==> src/rtl/shared_adder_arb.sv <==
// shared_adder_arb: time-shares one W-bit adder between two requesters.
//   Round-robin arbitration on contention, operand capture on grant, registered
//   sum/carry/id and a one-cycle valid strobe. Sequence is IDLE -> CALC -> DONE.
// Build option: define SHARED_ADDER_SAT_EN for a saturating add (sum clamps to all
//   ones on overflow, carry flags the overflow); undefined gives a modular add with
//   the raw carry-out.
// Ports:
//   clk, rst_n              clock, asynchronous active-low reset
//   req0/opa0/opb0          requester 0 request and operand pair
//   req1/opa1/opb1          requester 1 request and operand pair
//   gnt0, gnt1              one-cycle pulse: that requester's operands were captured
//   busy                    high while an add is in flight (state != IDLE)
//   valid                   one-cycle pulse: sum, carry and id are valid
//   id                      requester owning the current result
//   sum, carry              registered result and carry/overflow flag
module shared_adder_arb #(
    parameter int unsigned W = 4
) (
    input  logic         clk,
    input  logic         rst_n,
    input  logic         req0,
    input  logic [W-1:0] opa0,
    input  logic [W-1:0] opb0,
    input  logic         req1,
    input  logic [W-1:0] opa1,
    input  logic [W-1:0] opb1,
    output logic         gnt0,
    output logic         gnt1,
    output logic         busy,
    output logic         valid,
    output logic         id,
    output logic [W-1:0] sum,
    output logic         carry
);

    typedef enum logic [1:0] {
        IDLE = 2'd0,
        CALC = 2'd1,
        DONE = 2'd2
    } state_e;

    state_e       state_q, state_d;
    logic         winner_q, winner_d;
    logic         last_q, last_d;
    logic [W-1:0] opa_q, opa_d;
    logic [W-1:0] opb_q, opb_d;
    logic         gnt0_q, gnt0_d;
    logic         gnt1_q, gnt1_d;
    logic         busy_q, busy_d;
    logic         valid_q, valid_d;
    logic         id_q, id_d;
    logic [W-1:0] sum_q, sum_d;
    logic         carry_q, carry_d;
    logic         pick;
    logic [W:0]   full_sum;

    // Adder is W+1 bits wide so the carry-out is bit W.
    assign full_sum = {1'b0, opa_q} + {1'b0, opb_q};

    // Next-state and registered-output logic.
    always_comb begin
        state_d  = state_q;
        winner_d = winner_q;
        last_d   = last_q;
        opa_d    = opa_q;
        opb_d    = opb_q;
        gnt0_d   = 1'b0;
        gnt1_d   = 1'b0;
        busy_d   = 1'b0;
        valid_d  = 1'b0;
        id_d     = id_q;
        sum_d    = sum_q;
        carry_d  = carry_q;
        pick     = 1'b0;

        case (state_q)
            IDLE: begin
                if (req0 || req1) begin
                    // On contention the requester not served last wins.
                    pick     = (req0 && req1) ? ~last_q : req1;
                    winner_d = pick;
                    opa_d    = pick ? opa1 : opa0;
                    opb_d    = pick ? opb1 : opb0;
                    gnt0_d   = ~pick;
                    gnt1_d   = pick;
                    busy_d   = 1'b1;
                    state_d  = CALC;
                end
            end
            CALC: begin
                busy_d  = 1'b1;
                valid_d = 1'b1;
                id_d    = winner_q;
                carry_d = full_sum[W];
`ifdef SHARED_ADDER_SAT_EN
                sum_d   = full_sum[W] ? {W{1'b1}} : full_sum[W-1:0];
`else
                sum_d   = full_sum[W-1:0];
`endif
                state_d = DONE;
            end
            DONE: begin
                last_d  = winner_q;
                state_d = IDLE;
            end
            default: begin
                state_d = IDLE;
            end
        endcase
    end

    // State and output registers.
    always_ff @(posedge clk or negedge rst_n) begin
        if (!rst_n) begin
            state_q  <= IDLE;
            winner_q <= 1'b0;
            last_q   <= 1'b1;
            opa_q    <= '0;
            opb_q    <= '0;
            gnt0_q   <= 1'b0;
            gnt1_q   <= 1'b0;
            busy_q   <= 1'b0;
            valid_q  <= 1'b0;
            id_q     <= 1'b0;
            sum_q    <= '0;
            carry_q  <= 1'b0;
        end else begin
            state_q  <= state_d;
            winner_q <= winner_d;
            last_q   <= last_d;
            opa_q    <= opa_d;
            opb_q    <= opb_d;
            gnt0_q   <= gnt0_d;
            gnt1_q   <= gnt1_d;
            busy_q   <= busy_d;
            valid_q  <= valid_d;
            id_q     <= id_d;
            sum_q    <= sum_d;
            carry_q  <= carry_d;
        end
    end

    assign gnt0  = gnt0_q;
    assign gnt1  = gnt1_q;
    assign busy  = busy_q;
    assign valid = valid_q;
    assign id    = id_q;
    assign sum   = sum_q;
    assign carry = carry_q;

endmodule

==> config.mk <==
export PLATFORM = sky130hd
export DESIGN_NAME = shared_adder_arb
export DESIGN_NICKNAME = d
export VERILOG_FILES = /design/src/rtl/shared_adder_arb.sv
export SDC_FILE = /design/constraint.sdc
export NUM_CORES = 1
export LEC_CHECK = 0
export BUFFER_PORTS_ARGS = -buffer_cell sky130_fd_sc_hd__buf_2
export CORE_AREA = 4 4 55 57
export DETAILED_ROUTE_END_ITERATION = 10
export DIE_AREA = 0 0 59 61
export GPL_TIMING_DRIVEN = 0
export PLACE_DENSITY = 0.79
export SLEW_MARGIN = 20
export SYNTH_ARGS = -nofsm -noshare
export SYNTH_HDL_FRONTEND = slang
export SYNTH_SLANG_ARGS = --single-unit
==> constraint.sdc <==
create_clock -name clk -period 1.65 [get_ports clk]
set_clock_uncertainty 0.1 [all_clocks]
set_input_delay 0.165 -clock clk [delete_from_list [all_inputs] [get_ports clk]]
set_output_delay 0.165 -clock clk [all_outputs]
set_load 0.02 [all_outputs]
# ---- After elaboration in Yosys (flattened, before gate mapping)
# Cells that the tools add are included.
dict set report totals {
  regBits 22
  input_bits 20
  output_inout_bits 10
  elab_cells 34
}
dict set report classes {
  addsub 1
  n_eq_ne 3
  mux 12
  n_bitwise 2
  reduce_logical 4
}
# cell n
set ops {}
lappend ops {{4-bit two-way mux} 2}
lappend ops {{1-bit two-way mux} 7}
lappend ops {{4-bit by 4-bit adder with 5-bit output} 1}
lappend ops {{2-bit case mux with 2 select lines} 1}
lappend ops {{2-bit by 1-bit equality test with 1-bit output (second input constant)} 1}
lappend ops {{2-bit equality test (second input constant)} 1}
lappend ops {{2-bit logical NOT} 1}
lappend ops {{2-bit two-way mux} 1}
lappend ops {{2-bit inequality test (second input constant)} 1}
lappend ops {{1-bit inverter} 2}
lappend ops {{1-bit case mux with 2 select lines} 1}
lappend ops {{2-bit AND reduction} 1}
lappend ops {{1-bit logical AND} 1}
lappend ops {{1-bit logical OR} 1}

# ---- Depth between registers and ports, before layout
dict set report depth {
  depth_word 5
  mapped_depth 6
}

# ---- Least setup slack after synthesis
# No wires, ideal clock.
dict set report synth_path {
  kind {register to register}
  from {register last_q}
  to {register opa_q[0]}
  setup_time_ns 0.125
  arrival_time_ns 1.299
  required_ns 1.425
  setup_slack_ns 0.126
  path_stages_with_launch 5
  n_path_buf 1
  synth_period_minus_slack_ns 1.524
  path_cell_list {dfstp_2 a21bo_1 buf_6 mux2_4 mux2_4}
}
dict set report synth_via {
  elab_chain_len 3
}
# element line_no
set synth_lines {}
lappend synth_lines {{start: declaration} 44} ;# logic last_q, last_d;
lappend synth_lines {{start signal: assignment} 130} ;# last_q <= last_d;
lappend synth_lines {{1-bit inverter} 80} ;# pick = (req0 && req1) ? ~last_q : req1;
lappend synth_lines {{1-bit two-way mux} 80}
lappend synth_lines {{4-bit two-way mux} 82} ;# opa_d = pick ? opa1 : opa0;
lappend synth_lines {{end signal: assignment} 131} ;# opa_q <= opa_d;
lappend synth_lines {{end: declaration} 45} ;# logic [W-1:0] opa_q, opa_d;
# No other way between the ends.
# A chain may end at the register's enable or synchronous reset.

# ---- Worst setup path in the final report
dict set report layout_path {
  from {register last_q}
  to {register opb_q[0]}
}
dict set report layout_via {
  elab_chain_len 3
}
# element line_no
set layout_lines {}
lappend layout_lines {{1-bit inverter} 80}
lappend layout_lines {{1-bit two-way mux} 80}
lappend layout_lines {{4-bit two-way mux} 83} ;# opb_d = pick ? opb1 : opb0;
lappend layout_lines {{end signal: assignment} 132} ;# opb_q <= opb_d;
lappend layout_lines {{end: declaration} 46} ;# logic [W-1:0] opb_q, opb_d;
# No other way between the ends.

==> out/metrics.cfg <==
[yosys]
ys_seq_area_frac=0.5092
synth_flop_cell=dfrtp_1
ys_seq_elements=22
synth_cell_types=28
synth_area_um2=1084
syn_avg_cell_area_um2=12.60
yosys_warnings=0
async_reset_ff_frac=1.000
synth-edff-count=0
synth_nets=111
syn_inst=86

[min_path]
min_path_cells=3
hold_start=req1
hold_end=busy$_DFF_PN0_
hp-class=primary input to flip-flop

[place]
dp_slack_ns=0.05558
globalplace.congestion=0.8135
place.detailed.hpwl_mm=1.543
dp_cells=145
portBuffers=29
dpl_cell_area_um2=1266

[sta]
finalSetupViolations=0
setup_ws_ns=0.02752
max_freq_ghz=0.6163
hold_viol_final=0
max_slew_margin=0.6808
period_minus_slack_ns=1.622
min_period_over_period=0.9833
maxSlewViolCount=0
tightest_slew_ns=0.4787

[clock_network]
clk_pin_slew_ns=0.12
clkSinkCount=22
cts_htree_levels=1
cts-root-buf=clkbuf_4
cts_tree=built
clk_path_buf_depth=2
cts_made_buffers=3
clock_latency_ns=0.31

[layout]
fin_cells=151
final_area_um2=1343
syn_to_final_growth_pct=23.90
layout.area.seq_um2=551.8
drive_gt1_frac=0.4463
multi_input_area_um2=500.5
antennaDiodeCount=0
nFillCells=226
nNetsFinal=147

[grt]
track_usage=0.1263
gr-total-overflow=0
grt_start_max_net_pins=23
grt_pass1_wl_mm=3.325
antenna_found_initial=0
grt_pass1_vias=738

[detailed_routing]
drt_first_pass_iters=4
final_antenna_net_count=0
wirelength_mm=2.105
num_vias=781
viasPerCell=5.172
routedWlPerCell_um=13.94
drc=0
drt_iter0_drc=26

[setup_path]
ff2ff_path_depth=4
regToRegStartpoint=last_q$_DFFE_PN1N_
timing.rr.end=opb_q[0]$_DFFE_PN0P_
reg2reg_setup_slack_ns=0.03
critPathLaunchType=flip-flop
arrival_ns=1.73
cp.required_ns=1.76
cp_max_fo=9
worst_setup_path_end_kind=flip-flop
crit_type=flip-flop to flip-flop

[floorplanning]
dieHeight_um=61
design.die.area_um2=3599
coreArea_um2=2477
row_count=18
fp.dieW_um=59
initial_core_util=0.4374
pin_count=30

[flow_run]
maxCapViolCount=0

[pwr]
p_per_area_nw_per_um2=1913
finalPower_mw=2.568
worst_ir_drop_vdd_uv=937.8
power.leakage_nw=0.6976

[outcome]
status=complete, no violations

-- metal layers --
layer | track usage | share of wire
met1 | 0.1484 | 0.40
met2 | 0.2161 | 0.51
met3 | 0.02766 | 0.067
met4 | 0.06796 | 0.021
met5 | 0 | 0
-- sequential cells by signal, indices dropped and copies added (netlist names), 2 cells and up --
name and cells:
state_q 2, opb_q 4, opa_q 4, sum 4
-- cell usage in the layout (no fill, tap or decap), drive strengths merged, types with 3 or more instances in the layout --
cell / instances
nor2: 4
ha: 4
nor3: 3
o21ai: 5
mux2: 12
dfrtp: 21
nand2: 6
inv: 7
mux2i: 4
buf: 32
clkbuf: 5
-- critical path: stages, from the launching register on --
cell	delay, ns
dfstp_2	0.56
a21bo_1	0.16
buf_8	0.15
mux2_4	0.30
mux2_4	0.25
-- layout make-up --
| type | count | share of cell area |
|---|---|---|
| Sequential cell | 22 | 0.4110 |
| Clock buffer | 4 | 0.02703 |
| Timing Repair Buffer | 31 | 0.1212 |
| Inverter | 7 | 0.01957 |
| Tap cell | 30 | 0.02796 |
| Multi-Input combinational cell | 54 | 0.3728 |
| Buffer | 3 | 0.02050 |
-- report_power, final --
part	leakage (nW)	total, mW	switching, mW	internal [mW]
registers	0.264	0.982	0.173	0.809
clock network	0.0210	0.294	0.159	0.135
logic	0.413	1.29	0.682	0.610
-- metrics by stage --
stage / setup TNS [ns] / hold WS [ns] / util
CTS: 0 / 0.01069 / 0.5298
detailed placement: 0 / 0.04917 / 0.5111
global route: -0.01615 / 0.02535 / 0.5419
global placement: 0 / 0.03615 / 0.5111
finish: 0 / 0.01258 / 0.5419
floorplan: 0 / -0.2306 / -
-- cells in the mapped netlist (all sizes together) (2+ instances only) --
library cell	number	area, µm²
dfrtp	21	525.5
mux2	12	180.2
inv	7	26.28
nand2	6	22.52
o21ai	5	25.02
ha	4	50.05
mux2i	4	40.04
nor2	4	15.01
nor3	3	15.01
a21oi	2	10.01
buf	2	18.77
-- worst max path at each step --
stage | startpoint | end | slack [ns]
after floorplan | last_q$_DFFE_PN1N_ | opa_q[0]$_DFFE_PN0P_ | 0.13
after global placement | last_q$_DFFE_PN1N_ | opa_q[3]$_DFFE_PN0P_ | 0.08
after detailed placement | last_q$_DFFE_PN1N_ | opb_q[0]$_DFFE_PN0P_ | 0.06
after CTS | state_q[0]$_DFFE_PN0P_ | opb_q[3]$_DFFE_PN0P_ | 0.03
after global routing | last_q$_DFFE_PN1N_ | opa_q[3]$_DFFE_PN0P_ | -0.008
final | last_q$_DFFE_PN1N_ | opb_q[0]$_DFFE_PN0P_ | 0.03
-- cells by family (layout without fill, tap and decap cells) --
logic type,count (synthesis),after routing,synth area share
compound gates,11,11,0.06351
xor+xnor,1,1,0.008085
fa+ha+maj,5,5,0.06467
buf+inv,10,45,0.04504
flops,22,22,0.5092
mux,16,16,0.2032
simple gates,21,21,0.1062
-- what timing repair did --
action,in CTS,in global routing
endpoints found under the hold margin,21,0
setup endpoints to repair,0,7
setup buffers,0,1
hold buffers,1,0
gates resized for setup,0,6
(Power assumes the default switching activity.)
